===== src/rtl/sub8_serial.sv =====
// Bit-serial 8-bit subtractor: Diff = A - B - Bin, one bit per clock, LSB first.
// One full-subtractor cell plus a borrow flop; Start/Busy/Done handshake.
// Optional macro SUB8_SERIAL_FLAGS_EN enables the V (signed overflow) and
// Z (zero) flags; without it both read as 0 and their logic is absent.
module sub8_serial (
    input  logic       Clk,
    input  logic       Reset,
    input  logic       Start,
    input  logic [7:0] A,
    input  logic [7:0] B,
    input  logic       Bin,
    output logic [7:0] Diff,
    output logic       Bout,
    output logic       V,
    output logic       Z,
    output logic       Busy,
    output logic       Done
);

    localparam int unsigned W  = 8;
    localparam int unsigned CW = 3;

    typedef enum logic [1:0] {
        ST_IDLE  = 2'd0,
        ST_SHIFT = 2'd1,
        ST_DONE  = 2'd2
    } state_t;

    state_t          state_q, state_d;
    logic [CW-1:0]   cnt_q, cnt_d;
    logic [W-1:0]    a_q, a_d;
    logic [W-1:0]    b_q, b_d;
    logic [W-1:0]    res_q, res_d;
    logic            br_q, br_d;
    logic [W-1:0]    diff_q, diff_d;
    logic            bout_q, bout_d;
    logic            busy_q, busy_d;
    logic            done_q, done_d;
`ifdef SUB8_SERIAL_FLAGS_EN
    logic            v_q, v_d;
    logic            z_q, z_d;
`endif

    // Full-subtractor cell on the current LSBs and the borrow flop
    logic         d_bit_c;
    logic         br_nxt_c;
    logic [W-1:0] res_nxt_c;

    assign d_bit_c   = a_q[0] ^ b_q[0] ^ br_q;
    assign br_nxt_c  = (~a_q[0] & b_q[0]) | (~(a_q[0] ^ b_q[0]) & br_q);
    assign res_nxt_c = {d_bit_c, res_q[W-1:1]};

    // Next-state and datapath updates
    always_comb begin
        state_d = state_q;
        cnt_d   = cnt_q;
        a_d     = a_q;
        b_d     = b_q;
        res_d   = res_q;
        br_d    = br_q;
        diff_d  = diff_q;
        bout_d  = bout_q;
        busy_d  = 1'b0;
        done_d  = 1'b0;
`ifdef SUB8_SERIAL_FLAGS_EN
        v_d     = v_q;
        z_d     = z_q;
`endif
        case (state_q)
            ST_IDLE: begin
                if (Start) begin
                    state_d = ST_SHIFT;
                    busy_d  = 1'b1;
                    a_d     = A;
                    b_d     = B;
                    br_d    = Bin;
                    cnt_d   = '0;
                end
            end
            ST_SHIFT: begin
                a_d    = a_q >> 1;
                b_d    = b_q >> 1;
                res_d  = res_nxt_c;
                br_d   = br_nxt_c;
                cnt_d  = CW'(cnt_q + CW'(1));
                busy_d = 1'b1;
                if (cnt_q == CW'(W - 1)) begin
                    state_d = ST_DONE;
                    busy_d  = 1'b0;
                    done_d  = 1'b1;
                    diff_d  = res_nxt_c;
                    bout_d  = br_nxt_c;
`ifdef SUB8_SERIAL_FLAGS_EN
                    v_d     = br_q ^ br_nxt_c;
                    z_d     = (res_nxt_c == '0);
`endif
                end
            end
            ST_DONE: begin
                // Start here chains straight into the next operation
                if (Start) begin
                    state_d = ST_SHIFT;
                    busy_d  = 1'b1;
                    a_d     = A;
                    b_d     = B;
                    br_d    = Bin;
                    cnt_d   = '0;
                end else begin
                    state_d = ST_IDLE;
                end
            end
            default: state_d = ST_IDLE;
        endcase
    end

    // State and datapath registers with synchronous reset
    always_ff @(posedge Clk) begin
        if (Reset) begin
            state_q <= ST_IDLE;
            cnt_q   <= '0;
            a_q     <= '0;
            b_q     <= '0;
            res_q   <= '0;
            br_q    <= 1'b0;
            diff_q  <= '0;
            bout_q  <= 1'b0;
            busy_q  <= 1'b0;
            done_q  <= 1'b0;
`ifdef SUB8_SERIAL_FLAGS_EN
            v_q     <= 1'b0;
            z_q     <= 1'b0;
`endif
        end else begin
            state_q <= state_d;
            cnt_q   <= cnt_d;
            a_q     <= a_d;
            b_q     <= b_d;
            res_q   <= res_d;
            br_q    <= br_d;
            diff_q  <= diff_d;
            bout_q  <= bout_d;
            busy_q  <= busy_d;
            done_q  <= done_d;
`ifdef SUB8_SERIAL_FLAGS_EN
            v_q     <= v_d;
            z_q     <= z_d;
`endif
        end
    end

    assign Diff = diff_q;
    assign Bout = bout_q;
    assign Busy = busy_q;
    assign Done = done_q;
`ifdef SUB8_SERIAL_FLAGS_EN
    assign V    = v_q;
    assign Z    = z_q;
`else
    assign V    = 1'b0;
    assign Z    = 1'b0;
`endif

endmodule


===== config.mk =====
export PLATFORM = sky130hd
export DESIGN_NAME = sub8_serial
export DESIGN_NICKNAME = d
export VERILOG_FILES = /design/src/rtl/sub8_serial.sv
export SDC_FILE = /design/constraint.sdc
export NUM_CORES = 1
export LEC_CHECK = 0
export BUFFER_PORTS_ARGS = -buffer_cell sky130_fd_sc_hd__buf_2
export CAP_MARGIN = 25
export CORE_ASPECT_RATIO = 1.2
export CORE_UTILIZATION = 54
export DETAILED_ROUTE_END_ITERATION = 12
export PLACE_DENSITY = 0.77
export SKIP_CTS_REPAIR_TIMING = 1
export SYNTH_ARGS = -nofsm -noshare
export SYNTH_HDL_FRONTEND = slang
export SYNTH_SLANG_ARGS = --single-unit
export TNS_END_PERCENT = 10

===== constraint.sdc =====
create_clock -name Clk -period 3.01 [get_ports Clk]
set_input_delay 0.1505 -clock Clk [delete_from_list [all_inputs] [get_ports Clk]]
set_output_delay 0.1505 -clock Clk [all_outputs]
set_load 0.005 [all_outputs]

==> run_summary.xml <==
<?xml version="1.0" encoding="UTF-8"?>
<metrics>
  <group name="logic_synthesis">
    <metric name="synth-seq-cells" unit="">40</metric>
    <metric name="asyncSetResetFlopFracSynth" unit="%">0</metric>
    <metric name="synth.cell_area" unit="um^2">1815</metric>
    <metric name="synth.top_cells.by_area" unit="">sky130_fd_sc_hd__dfxtp_1 (44%), sky130_fd_sc_hd__mux2i_1 (9.9%), sky130_fd_sc_hd__a211oi_2 (9.0%)</metric>
    <metric name="synth_top_area_share" unit="%">44.11</metric>
    <metric name="post_synth_inst_count" unit="">185</metric>
    <metric name="synth_edf_count" unit="">0</metric>
    <metric name="synth-seq-area-share" unit="%">44.11</metric>
    <metric name="synth_common_cells" unit="">sky130_fd_sc_hd__dfxtp_1 (40), sky130_fd_sc_hd__nand2_1 (24), sky130_fd_sc_hd__a21oi_1 (18), sky130_fd_sc_hd__mux2i_1 (18)</metric>
    <metric name="postSynthAreaPerCell" unit="um^2">9.813</metric>
    <metric name="netlist.top_cell.by_area" unit="">sky130_fd_sc_hd__dfxtp_1</metric>
    <metric name="ys_types" unit="">26</metric>
    <metric name="yosys.cell_count.top_type" unit="">sky130_fd_sc_hd__dfxtp_1</metric>
    <metric name="ys_warn_count" unit="">0</metric>
    <metric name="postSynth.topFlopCell" unit="">sky130_fd_sc_hd__dfxtp_1</metric>
  </group>
  <group name="status">
    <metric name="outcome" unit="">finished clean</metric>
  </group>
  <group name="pwr">
    <metric name="clkPwrFrac" unit="%">31.6</metric>
    <metric name="p_seq_share" unit="%">53.6</metric>
    <metric name="worst_ir_drop_vdd" unit="mV">0.4376</metric>
    <metric name="power_switching_share" unit="%">25.50</metric>
    <metric name="comb_power_share" unit="%">14.8</metric>
    <metric name="fin_total_pwr" unit="W">0.001075</metric>
    <metric name="intPower" unit="W">0.0008007</metric>
    <metric name="power-per-cell-area" unit="nW/um^2">549.6</metric>
    <metric name="total_switching_power" unit="W">0.0002741</metric>
    <metric name="leakagePower" unit="nW">0.7758</metric>
  </group>
  <group name="sta">
    <metric name="tightestPinTransition" unit="ps">821.1</metric>
    <metric name="unrepaired_setup_endpoints_after_global_routing" unit="">false</metric>
    <metric name="period_needed" unit="ps">1835</metric>
    <metric name="fmaxAchievable" unit="GHz">0.5449</metric>
    <metric name="max-slew-margin-rel" unit="%">45.26</metric>
    <metric name="final_slew_viol_count" unit="">0</metric>
    <metric name="final_hold_viol_count" unit="">0</metric>
    <metric name="tns" unit="ps">0</metric>
    <metric name="setup_violations" unit="">0</metric>
    <metric name="finalClockSkew" unit="ps">7.478</metric>
    <metric name="finalCritPeriodShare" unit="%">60.97</metric>
  </group>
  <group name="die">
    <metric name="placementRows" unit="">22</metric>
    <metric name="die_footprint" unit="um^2">3599</metric>
    <metric name="floorplan.initialDensity" unit="%">57.85</metric>
    <metric name="floorplan.die.height" unit="um">65.52</metric>
    <metric name="io_pins" unit="">33</metric>
    <metric name="fp.coreArea" unit="um^2">3138</metric>
    <metric name="dieWidth" unit="um">54.93</metric>
  </group>
  <group name="critical_path">
    <metric name="required" unit="ps">3260</metric>
    <metric name="crit-reg2reg-capture" unit="">a_q[1]</metric>
    <metric name="crit_path_end_kind" unit="">flop</metric>
    <metric name="reg2regPathDepth" unit="">4</metric>
    <metric name="timing.critical_path.from_type" unit="">flop</metric>
    <metric name="worst_path_cell_chain" unit="">buf_4, nor2b_4, nor3_1, a211oi_2</metric>
    <metric name="timing.critical_path.slowest_stage_cell" unit="">sky130_fd_sc_hd__nor2b_4</metric>
    <metric name="timing.setup.critical_path_class" unit="">flop to flop</metric>
    <metric name="crit_path_max_incr_delay" unit="ps">680</metric>
    <metric name="worstReg2RegStart" unit="">state_q[0]</metric>
    <metric name="worst-r2r-setup-slack" unit="ps">1170</metric>
    <metric name="critical_path_maximum_fanout" unit="">33</metric>
    <metric name="worst_ep_arrival_time" unit="ps">2080</metric>
  </group>
  <group name="global_routing">
    <metric name="antenna_violations_before_repair" unit="">0</metric>
    <metric name="grt_pass1_wl" unit="mm">5.313</metric>
    <metric name="first_global_vias" unit="">1270</metric>
    <metric name="globalRouteTotalUtil" unit="%">20.89</metric>
    <metric name="globalRoute.totalOverflow" unit="">0</metric>
    <metric name="maximum_number_of_pins_on_one_net_before_global_route_repair" unit="">41</metric>
  </group>
  <group name="flow_run">
    <metric name="cap_violations" unit="">0</metric>
  </group>
  <group name="final_layout">
    <metric name="fraction_of_layout_cells_with_a_size_suffix_above_1" unit="%">28.50</metric>
    <metric name="num-nets-final" unit="">229</metric>
    <metric name="areaGrowthSynthToFinish" unit="%">7.719</metric>
    <metric name="antenna-diode-count" unit="">0</metric>
  </group>
  <group name="placement">
    <metric name="dpl.hpwl" unit="mm">2.261</metric>
    <metric name="globalplace.congestion" unit="">0.6992</metric>
    <metric name="buffers_added_on_ports" unit="">30</metric>
  </group>
  <group name="drt">
    <metric name="drc" unit="">0</metric>
    <metric name="drt_iter0_drc" unit="">25</metric>
    <metric name="wl_per_cell" unit="um">13.19</metric>
    <metric name="route.detailed.vias_per_inst" unit="">5.588</metric>
    <metric name="vias" unit="">1358</metric>
    <metric name="detail_route.first_pass.iterations" unit="">4</metric>
    <metric name="final_antenna_net_count" unit="">0</metric>
    <metric name="totalWireLength" unit="mm">3.206</metric>
  </group>
  <group name="worst_hold_path">
    <metric name="hold_sp" unit="">A[5]</metric>
    <metric name="min_delay_path_depth" unit="">3</metric>
    <metric name="holdPathEnd" unit="">a_q[5]</metric>
    <metric name="worst_hold_path_type" unit="">primary input to flop</metric>
  </group>
  <group name="cts">
    <metric name="clkTransAtPathRegs" unit="ps">110</metric>
    <metric name="max-clock-path-buffers" unit="">2</metric>
    <metric name="h-tree-depth" unit="">2</metric>
    <metric name="root_buffer" unit="">sky130_fd_sc_hd__clkbuf_4</metric>
    <metric name="worstSkewPairLatency" unit="ps">340</metric>
    <metric name="tritoncts" unit="">yes</metric>
    <metric name="cts_inserted_buffers" unit="">5</metric>
    <metric name="clkSinkCount" unit="">40</metric>
  </group>
</metrics>
worst max path at each step:
stage          slack [ps]       start  endpoint  depth (start not counted)
3_5_place_dp         1180    cnt_q[0]      Bout                          5
6_report             1170  state_q[0]    a_q[1]                          4
2_1_floorplan        1590    cnt_q[0]   Diff[0]                          7
5_1_grt              1040  state_q[0]    a_q[1]                          4
3_3_place_gp         1310    cnt_q[0]      Bout                          5
4_1_cts              1160  state_q[0]    a_q[1]                          4
power groups by stage:
stage	combinational, W	clock, W	sequential, W
3_5_place_dp	0.000162	0	0.000589
4_1_cts	0.000162	0.000345	0.000576
5_1_grt	0.000176	0.000368	0.000579
2_1_floorplan	0.000149	0	0.000584
6_report	0.000160	0.000339	0.000576
3_3_place_gp	0.000154	0	0.000586
metrics by stage:
step | area [um^2] | setup slack, ps | hold slack [ps] | cells | utilization (%)
after CTS | 1956 | 1163 | 166.9 | 243 | 62.32
final | 1956 | 1175 | 171.2 | 243 | 62.32
after global placement | 1879 | 1308 | 440.9 | 235 | 59.89
after detailed placement | 1879 | 1175 | 445.7 | 235 | 59.89
after global routing | 1956 | 1038 | 170.9 | 243 | 62.32
after floorplan | 1819 | 1588 | 389.8 | 186 | -
worst max-delay path, delay by kind of cell, from the launching register on:
| kind | cells | cell delay (ps) |
|---|---|---|
| and+or+nand+nor | 2 | 820 |
| DFF | 1 | 330 |
| buffers and inverters | 1 | 320 |
| AOI/OAI and AO/OA | 1 | 250 |
per-layer routing:
layer	track usage, %	up-vias	wire length [um]
li1	-	681	-
met1	22.08	642	1285
met2	36.60	27	1749
met3	5.324	8	102
met4	10.31	0	69
met5	0	-	0
sequential cells by signal, indices dropped and copies added, names as in the netlist:
signal,count
res_q,7
b_q,8
Busy,1
Bout,1
a_q,8
br_q,1
Diff,8
state_q,2
Done,1
cnt_q,3
area by class of cell:
type	count	area, um^2
clock inverters	2	35.03
well taps	36	45.04
repair buffers	31	157.7
clock buffers	6	41.29
flip-flops and latches	40	800.8
fillers	292	1182
inverters	3	11.26
multi-input cells	125	864.6
cells by family (layout without fill, tap and decap cells):
| kind of cell | count (synthesis) | after routing | synth area share [%] |
|---|---|---|---|
| AO/OA/AOI/OAI | 36 | 36 | 15.99 |
| adder cells (fa/ha/maj) | 3 | 3 | 2.481 |
| buffers and inverters | 21 | 42 | 8.477 |
| flip-flops | 40 | 40 | 44.11 |
| multiplexers | 18 | 18 | 9.924 |
| other | 1 | 2 | 0.2066 |
| AND/OR/NAND/NOR | 66 | 66 | 18.82 |
cells in the final DEF (no fill, tap or decap):
cell	count
sky130_fd_sc_hd__nand2_4	1
sky130_fd_sc_hd__nand2b_1	1
sky130_fd_sc_hd__nor3_2	3
sky130_fd_sc_hd__nor2b_4	2
sky130_fd_sc_hd__conb_1	2
sky130_fd_sc_hd__a21oi_1	18
sky130_fd_sc_hd__a211oi_1	2
sky130_fd_sc_hd__fa_1	1
sky130_fd_sc_hd__nor3_1	12
sky130_fd_sc_hd__a211oi_2	13
sky130_fd_sc_hd__inv_1	3
sky130_fd_sc_hd__buf_2	30
sky130_fd_sc_hd__ha_1	2
sky130_fd_sc_hd__nor2_1	7
sky130_fd_sc_hd__or2b_2	1
sky130_fd_sc_hd__buf_4	1
sky130_fd_sc_hd__mux2i_1	18
sky130_fd_sc_hd__nand2b_2	1
sky130_fd_sc_hd__dfxtp_1	40
sky130_fd_sc_hd__nand3b_1	1
sky130_fd_sc_hd__nand3_1	13
sky130_fd_sc_hd__o21a_1	3
sky130_fd_sc_hd__clkbuf_4	5
sky130_fd_sc_hd__clkinv_2	1
sky130_fd_sc_hd__bufinv_16	1
sky130_fd_sc_hd__nand2_1	24
sky130_fd_sc_hd__clkbuf_1	1
(Power assumes the default switching activity.)
